$ cat src/rtl/pipe_ctrl.sv
// pipe_ctrl: hazard/exception control for the five-stage Y86-64 pipeline.
// Produces per-stage stall/bubble strobes, holds the sticky RUN/HALT state
// and keeps saturating hazard performance counters.
module pipe_ctrl #(
    parameter int unsigned CNT_W = 32
) (
    input  logic             clk_i,
    input  logic             rst_n_i,
    input  logic [3:0]       D_icode_i,
    input  logic [3:0]       d_srcA_i,
    input  logic [3:0]       d_srcB_i,
    input  logic [3:0]       E_icode_i,
    input  logic [3:0]       E_dstM_i,
    input  logic             e_Cnd_i,
    input  logic [3:0]       M_icode_i,
    input  logic [2:0]       m_stat_i,
    input  logic [2:0]       W_stat_i,
    input  logic [3:0]       W_icode_i,
    input  logic             cnt_clr_i,
    output logic             F_stall_o,
    output logic             D_stall_o,
    output logic             D_bubble_o,
    output logic             E_stall_o,
    output logic             E_bubble_o,
    output logic             M_bubble_o,
    output logic             W_stall_o,
    output logic             set_cc_o,
    output logic             halted_o,
    output logic [2:0]       cpu_stat_o,
    output logic [CNT_W-1:0] cyc_cnt_o,
    output logic [CNT_W-1:0] retire_cnt_o,
    output logic [CNT_W-1:0] lu_cnt_o,
    output logic [CNT_W-1:0] mispred_cnt_o,
    output logic [CNT_W-1:0] ret_cnt_o
);

    // Y86-64 instruction codes and register ids used by the hazard logic
    localparam logic [3:0] INOP    = 4'h1;
    localparam logic [3:0] IMRMOVQ = 4'h5;
    localparam logic [3:0] IOPQ    = 4'h6;
    localparam logic [3:0] IJXX    = 4'h7;
    localparam logic [3:0] IRET    = 4'h9;
    localparam logic [3:0] IPOPQ   = 4'hB;
    localparam logic [3:0] RNONE   = 4'hF;

    // Status codes
    localparam logic [2:0] SAOK = 3'd1;
    localparam logic [2:0] SHLT = 3'd2;
    localparam logic [2:0] SADR = 3'd3;
    localparam logic [2:0] SINS = 3'd4;

    typedef enum logic {
        ST_RUN  = 1'b0,
        ST_HALT = 1'b1
    } state_t;

    state_t state, state_nxt;

    logic load_use;
    logic ret_in;
    logic mispred;
    logic m_exc;
    logic w_exc;

    // Exceptional status: halt, bad address or illegal instruction
    function automatic logic is_exc(input logic [2:0] s);
        return (s == SHLT) || (s == SADR) || (s == SINS);
    endfunction

    // Increment unless already saturated at all-ones
    function automatic logic [CNT_W-1:0] sat_inc(input logic [CNT_W-1:0] v,
                                                 input logic en);
        return (en && (v != '1)) ? v + CNT_W'(1) : v;
    endfunction

    // Hazard detection terms
    always_comb begin
        load_use = ((E_icode_i == IMRMOVQ) || (E_icode_i == IPOPQ)) &&
                   (E_dstM_i != RNONE) &&
                   ((E_dstM_i == d_srcA_i) || (E_dstM_i == d_srcB_i));
        ret_in   = (D_icode_i == IRET) || (E_icode_i == IRET) || (M_icode_i == IRET);
        mispred  = (E_icode_i == IJXX) && !e_Cnd_i;
        m_exc    = is_exc(m_stat_i);
        w_exc    = is_exc(W_stat_i);
    end

    // State register
    always_ff @(posedge clk_i or negedge rst_n_i) begin
        if (!rst_n_i) begin
            state <= ST_RUN;
        end else begin
            state <= state_nxt;
        end
    end

    // Next state and stage strobes; HALT freezes everything regardless of inputs
    always_comb begin
        state_nxt  = state;
        F_stall_o  = 1'b0;
        D_stall_o  = 1'b0;
        D_bubble_o = 1'b0;
        E_stall_o  = 1'b0;
        E_bubble_o = 1'b0;
        M_bubble_o = 1'b0;
        W_stall_o  = 1'b0;
        set_cc_o   = 1'b0;
        case (state)
            ST_RUN: begin
                F_stall_o  = load_use | ret_in;
                D_stall_o  = load_use;
                D_bubble_o = !load_use && (mispred || ret_in);
                E_bubble_o = mispred | load_use;
                M_bubble_o = m_exc | w_exc;
                W_stall_o  = w_exc;
                set_cc_o   = (E_icode_i == IOPQ) && !m_exc && !w_exc;
                if (w_exc) begin
                    state_nxt = ST_HALT;
                end
            end
            ST_HALT: begin
                F_stall_o  = 1'b1;
                D_stall_o  = 1'b1;
                E_stall_o  = 1'b1;
                M_bubble_o = 1'b1;
                W_stall_o  = 1'b1;
            end
            default: begin
                state_nxt = ST_RUN;
            end
        endcase
    end

    assign halted_o = (state == ST_HALT);

    // Architectural status: captured from W on the edge that halts the machine
    always_ff @(posedge clk_i or negedge rst_n_i) begin
        if (!rst_n_i) begin
            cpu_stat_o <= SAOK;
        end else if ((state == ST_RUN) && w_exc) begin
            cpu_stat_o <= W_stat_i;
        end
    end

    // Saturating performance counters; clear wins and works in both states
    always_ff @(posedge clk_i or negedge rst_n_i) begin
        if (!rst_n_i) begin
            cyc_cnt_o     <= '0;
            retire_cnt_o  <= '0;
            lu_cnt_o      <= '0;
            mispred_cnt_o <= '0;
            ret_cnt_o     <= '0;
        end else if (cnt_clr_i) begin
            cyc_cnt_o     <= '0;
            retire_cnt_o  <= '0;
            lu_cnt_o      <= '0;
            mispred_cnt_o <= '0;
            ret_cnt_o     <= '0;
        end else if (state == ST_RUN) begin
            cyc_cnt_o     <= sat_inc(cyc_cnt_o, 1'b1);
            retire_cnt_o  <= sat_inc(retire_cnt_o,
                                     (W_stat_i == SAOK) && (W_icode_i != INOP));
            lu_cnt_o      <= sat_inc(lu_cnt_o, load_use);
            mispred_cnt_o <= sat_inc(mispred_cnt_o, mispred);
            ret_cnt_o     <= sat_inc(ret_cnt_o, ret_in && !load_use && !mispred);
        end
    end

endmodule

$ cat config.mk
export PLATFORM = sky130hd
export DESIGN_NAME = pipe_ctrl
export DESIGN_NICKNAME = d
export VERILOG_FILES = /design/src/rtl/pipe_ctrl.sv
export SDC_FILE = /design/constraint.sdc
export NUM_CORES = 1
export LEC_CHECK = 0
export CELL_PAD_IN_SITES_DETAIL_PLACEMENT = 2
export CELL_PAD_IN_SITES_GLOBAL_PLACEMENT = 2
export CORE_MARGIN = 1.5
export CORE_UTILIZATION = 34
export CTS_BUF_LIST = sky130_fd_sc_hd__clkbuf_4 sky130_fd_sc_hd__clkbuf_8
export DETAILED_ROUTE_END_ITERATION = 12
export PLACE_DENSITY_LB_ADDON = 0.1
export SYNTH_ARGS = -nofsm -noshare
export SYNTH_HDL_FRONTEND = slang
export SYNTH_SLANG_ARGS = --single-unit
export TNS_END_PERCENT = 1
$ cat constraint.sdc
create_clock -name clk_i -period 3.5 [get_ports clk_i]
set_input_delay 0.7 -clock clk_i [delete_from_list [all_inputs] [get_ports clk_i]]
set_output_delay 0.7 -clock clk_i [all_outputs]
set_load 0.02 [all_outputs]
==> results.py, run 1 <==
metrics = {
    "run_status": {
        "status": "finished clean",
    },
    "clocking": {
        "htree_levels": 4,
        "clockRootBuffer": "clkbuf_8",
        "postCtsSetupBuffers": 0,
        "postCtsHoldBufs": 0,
        "tritoncts": "yes",
        "insertion_delay_ps": 470,
        "clkSinkCount": 164,
        "cts_inserted_buffers": 17,
        "cts_buffer_depth": 2,
        "path_clk_slew_ps": 110,
    },
    "pwr": {
        "peakVddDrop_mv": 0.211,
        "pwr-share-comb": 0.045,
        "switching_share": 0.235,
        "p_sw_mw": 0.882,
        "leakagePower_nw": 4.65,
        "p_clk_frac": 0.451,
        "p_int_mw": 2.87,
        "pwr-share-seq": 0.504,
        "power.density_mw_per_mm2": 309,
    },
    "grt": {
        "use_met2": 0.393,
        "met3_usage": 0.0456,
        "gr-total-overflow": 0,
        "track_usage": 0.230,
        "grt_first_pass_wirelength_um": 51400,
        "antenna_found_initial": 0,
        "busiest_layer": "met2",
        "use_met1": 0.295,
        "grt_pass1_vias": 9302,
        "grt_max_degree": 95,
    },
    "route": {
        "drc": 0,
        "num_vias": 8568,
        "drtPass1Iterations": 6,
        "vias_per_cell": 5.53,
        "ant_nets": 0,
        "drt-total-wl_um": 31300,
        "drt_iter0_markers": 328,
        "wl_per_cell_um": 20.2,
    },
    "worst_setup_path": {
        "critPathLaunchType": "input pin",
        "cp.buffers_inverters": 2,
        "max_stage_delay_ps": 620,
        "arrival_ps": 2640,
        "worstSetupEndpointType": "primary output",
        "slowest_stage": "clkdlybuf4s50_1",
        "crit_top_cell": "clkdlybuf4s50_1",
        "cp.required_ps": 2800,
        "path_cells": "clkdlybuf4s50_1, xnor2_1, nand4_1, a21o_1, nand3_1, clkdlybuf4s50_1",
        "critical_path.top_delay_family": "buffers and inverters",
        "crit_type": "in2out",
        "crit_fanout": 4,
    },
    "synthesis": {
        "ys_seq_area_frac": 0.448,
        "yosys_most_used_dff": "dfrtp_1",
        "yosys_warnings": 0,
        "synth_area_leaders": "dfrtp_1, xor2_1, nor2_1",
        "ys_ff_latch": 164,
        "syn_area_mm2": 0.00917,
        "syn-num-nets": 1030,
        "synthSimpleGateAreaFrac": 0.316,
        "synthCells": 987,
        "synth_compound_area_frac": 0.0852,
        "synthMuxAreaShare": 0.00819,
        "avgSynthCellArea_um2": 9.29,
        "synth_cell_types": 71,
        "yosys.area.top_type_share": 0.445,
        "synth_top_family_by_area": "simple AND/OR/NAND/NOR gates",
        "synth-edff-count": 0,
        "synthArstFlopShare": 1.00,
        "synthXorXnorAreaFrac": 0.107,
        "synth_most_common_cell": "dfrtp_1",
        "yosys.area.top_type": "dfrtp_1",
        "synth_fa_ha_area_frac": 0.00683,
        "synth_commonest_cells": "dfrtp_1, nor2_1, nand3_1, xor2_1",
    },
    "sta": {
        "setup_violations": 0,
        "maxSlewHeadroom": 0.237,
        "period_needed_ps": 3340,
        "finClkSkew_ps": 25.9,
        "slew_violations": 0,
        "tightest_slew_ps": 1140,
        "setup_tns_ps": 0,
        "period_share": 0.954,
        "finalHoldViolations": 0,
        "rsz0062_at_grt": "no",
        "fmax_mhz": 299,
    },
    "layout": {
        "num-fill-cells": 2889,
        "num_antenna_cells": 0,
        "multi_input_area_mm2": 0.00480,
        "syn_to_final_growth_pct": 32.8,
        "seq_area_mm2": 0.00411,
        "final_area_mm2": 0.0122,
        "drive_above_1_share": 0.0775,
        "fin_nets": 1246,
    },
    "placement": {
        "hpwl_um": 22600,
        "dpl_cell_area_mm2": 0.0117,
        "gp_congestion": 0.778,
        "io_buffers": 209,
    },
    "run": {
        "cap_violations": 0,
    },
    "die": {
        "die_y_um": 167,
        "ios": 210,
        "core-area_mm2": 0.0263,
        "initial_core_util": 0.349,
        "dieArea_mm2": 0.0279,
        "fp.dieW_um": 167,
        "rows": 59,
    },
    "worst_hold_path": {
        "min_path_type": "in2async",
    },
}
[final cells by class]
class,count,area share
clock inverter,12,0.0189
clock buffer,17,0.0192
inverter,18,0.00565
tap,335,0.0344
multi-input combinational,769,0.394
timing repair buffer,233,0.190
sequential,164,0.337
[power groups by stage]
stage          clock network (mW)  logic, mW  registers (mW)
2_1_floorplan                   0     0.0505            1.93
3_3_place_gp                    0      0.172            1.93
3_5_place_dp                    0      0.176            1.93
4_1_cts                      1.74      0.176            1.89
5_1_grt                      1.81      0.189            1.89
6_report                     1.69      0.170            1.89
[kinds of logic after synthesis]
logic type / Yosys count
AND/OR/NAND/NOR: 524
flip-flops: 164
AO/OA/AOI/OAI: 121
XOR/XNOR: 112
buffers and inverters: 54
multiplexers: 7
adder cells (fa/ha/maj): 5
[state kept, by name, summed over array words and instances, names as in the netlist]
name and cells:
halted_o 1, lu_cnt_o 32, cpu_stat_o 3, cyc_cnt_o 32
mispred_cnt_o 32, retire_cnt_o 32, ret_cnt_o 32
[through the flow]
stage                      util  hold WS [ps]  instances  setup WS (ps)  power [mW]
after global placement    0.445           521       1519          -74.5        2.10
after floorplan               -           404        987            595        1.98
final                     0.463           211       1548            160        3.76
after detailed placement  0.445           528       1519           -108        2.11
after global routing      0.463           253       1548           50.0        3.89
after CTS                 0.463           249       1548           5.37        3.81
[routing by layer]
layer,share of wire,vias up
li1,-,3980
met4,0.018,0
met2,0.49,166
met1,0.45,4384
met5,0,-
met3,0.043,38
[what timing repair did]
action / CTS / global route
endpoints found under the setup margin: 3 / 3
gates resized for setup: 2 / 3
pin swaps: 0 / 0
[layout by cell type, fill, tap and decap left out, types with 22 or more instances in the layout]
cell type / count
buf_4: 22
nor2_1: 139
dfrtp_1: 163
nor3_1: 31
nand3_1: 75
clkdlybuf4s50_1: 203
xor2_1: 70
or3_1: 43
nand2_1: 62
nand4_1: 62
xnor2_1: 42
a21oi_1: 52
o21ai_0: 42
[final timing paths]
check	slack, ps	cells past startpoint	to	from
max	160	6	F_stall_o	E_dstM_i[2]
min	210	1	mispred_cnt_o[19]	rst_n_i
max reg2reg	570	6	mispred_cnt_o[31]	mispred_cnt_o[11]
min reg2reg	550	2	cpu_stat_o[0]	cpu_stat_o[0]
max in group asynchronous	2330	2	cpu_stat_o[0]	rst_n_i
min in group clk_i	550	2	cpu_stat_o[0]	cpu_stat_o[0]
No activity file was read; power rests on OpenSTA's default activity.
==> run 2, diff against run 1 <==
- ABC_CLOCK_PERIOD_IN_PS: unset -> 3500
==> results of run 2 <==
No change in the layout: final DEF, timing and power equal those of run 1.
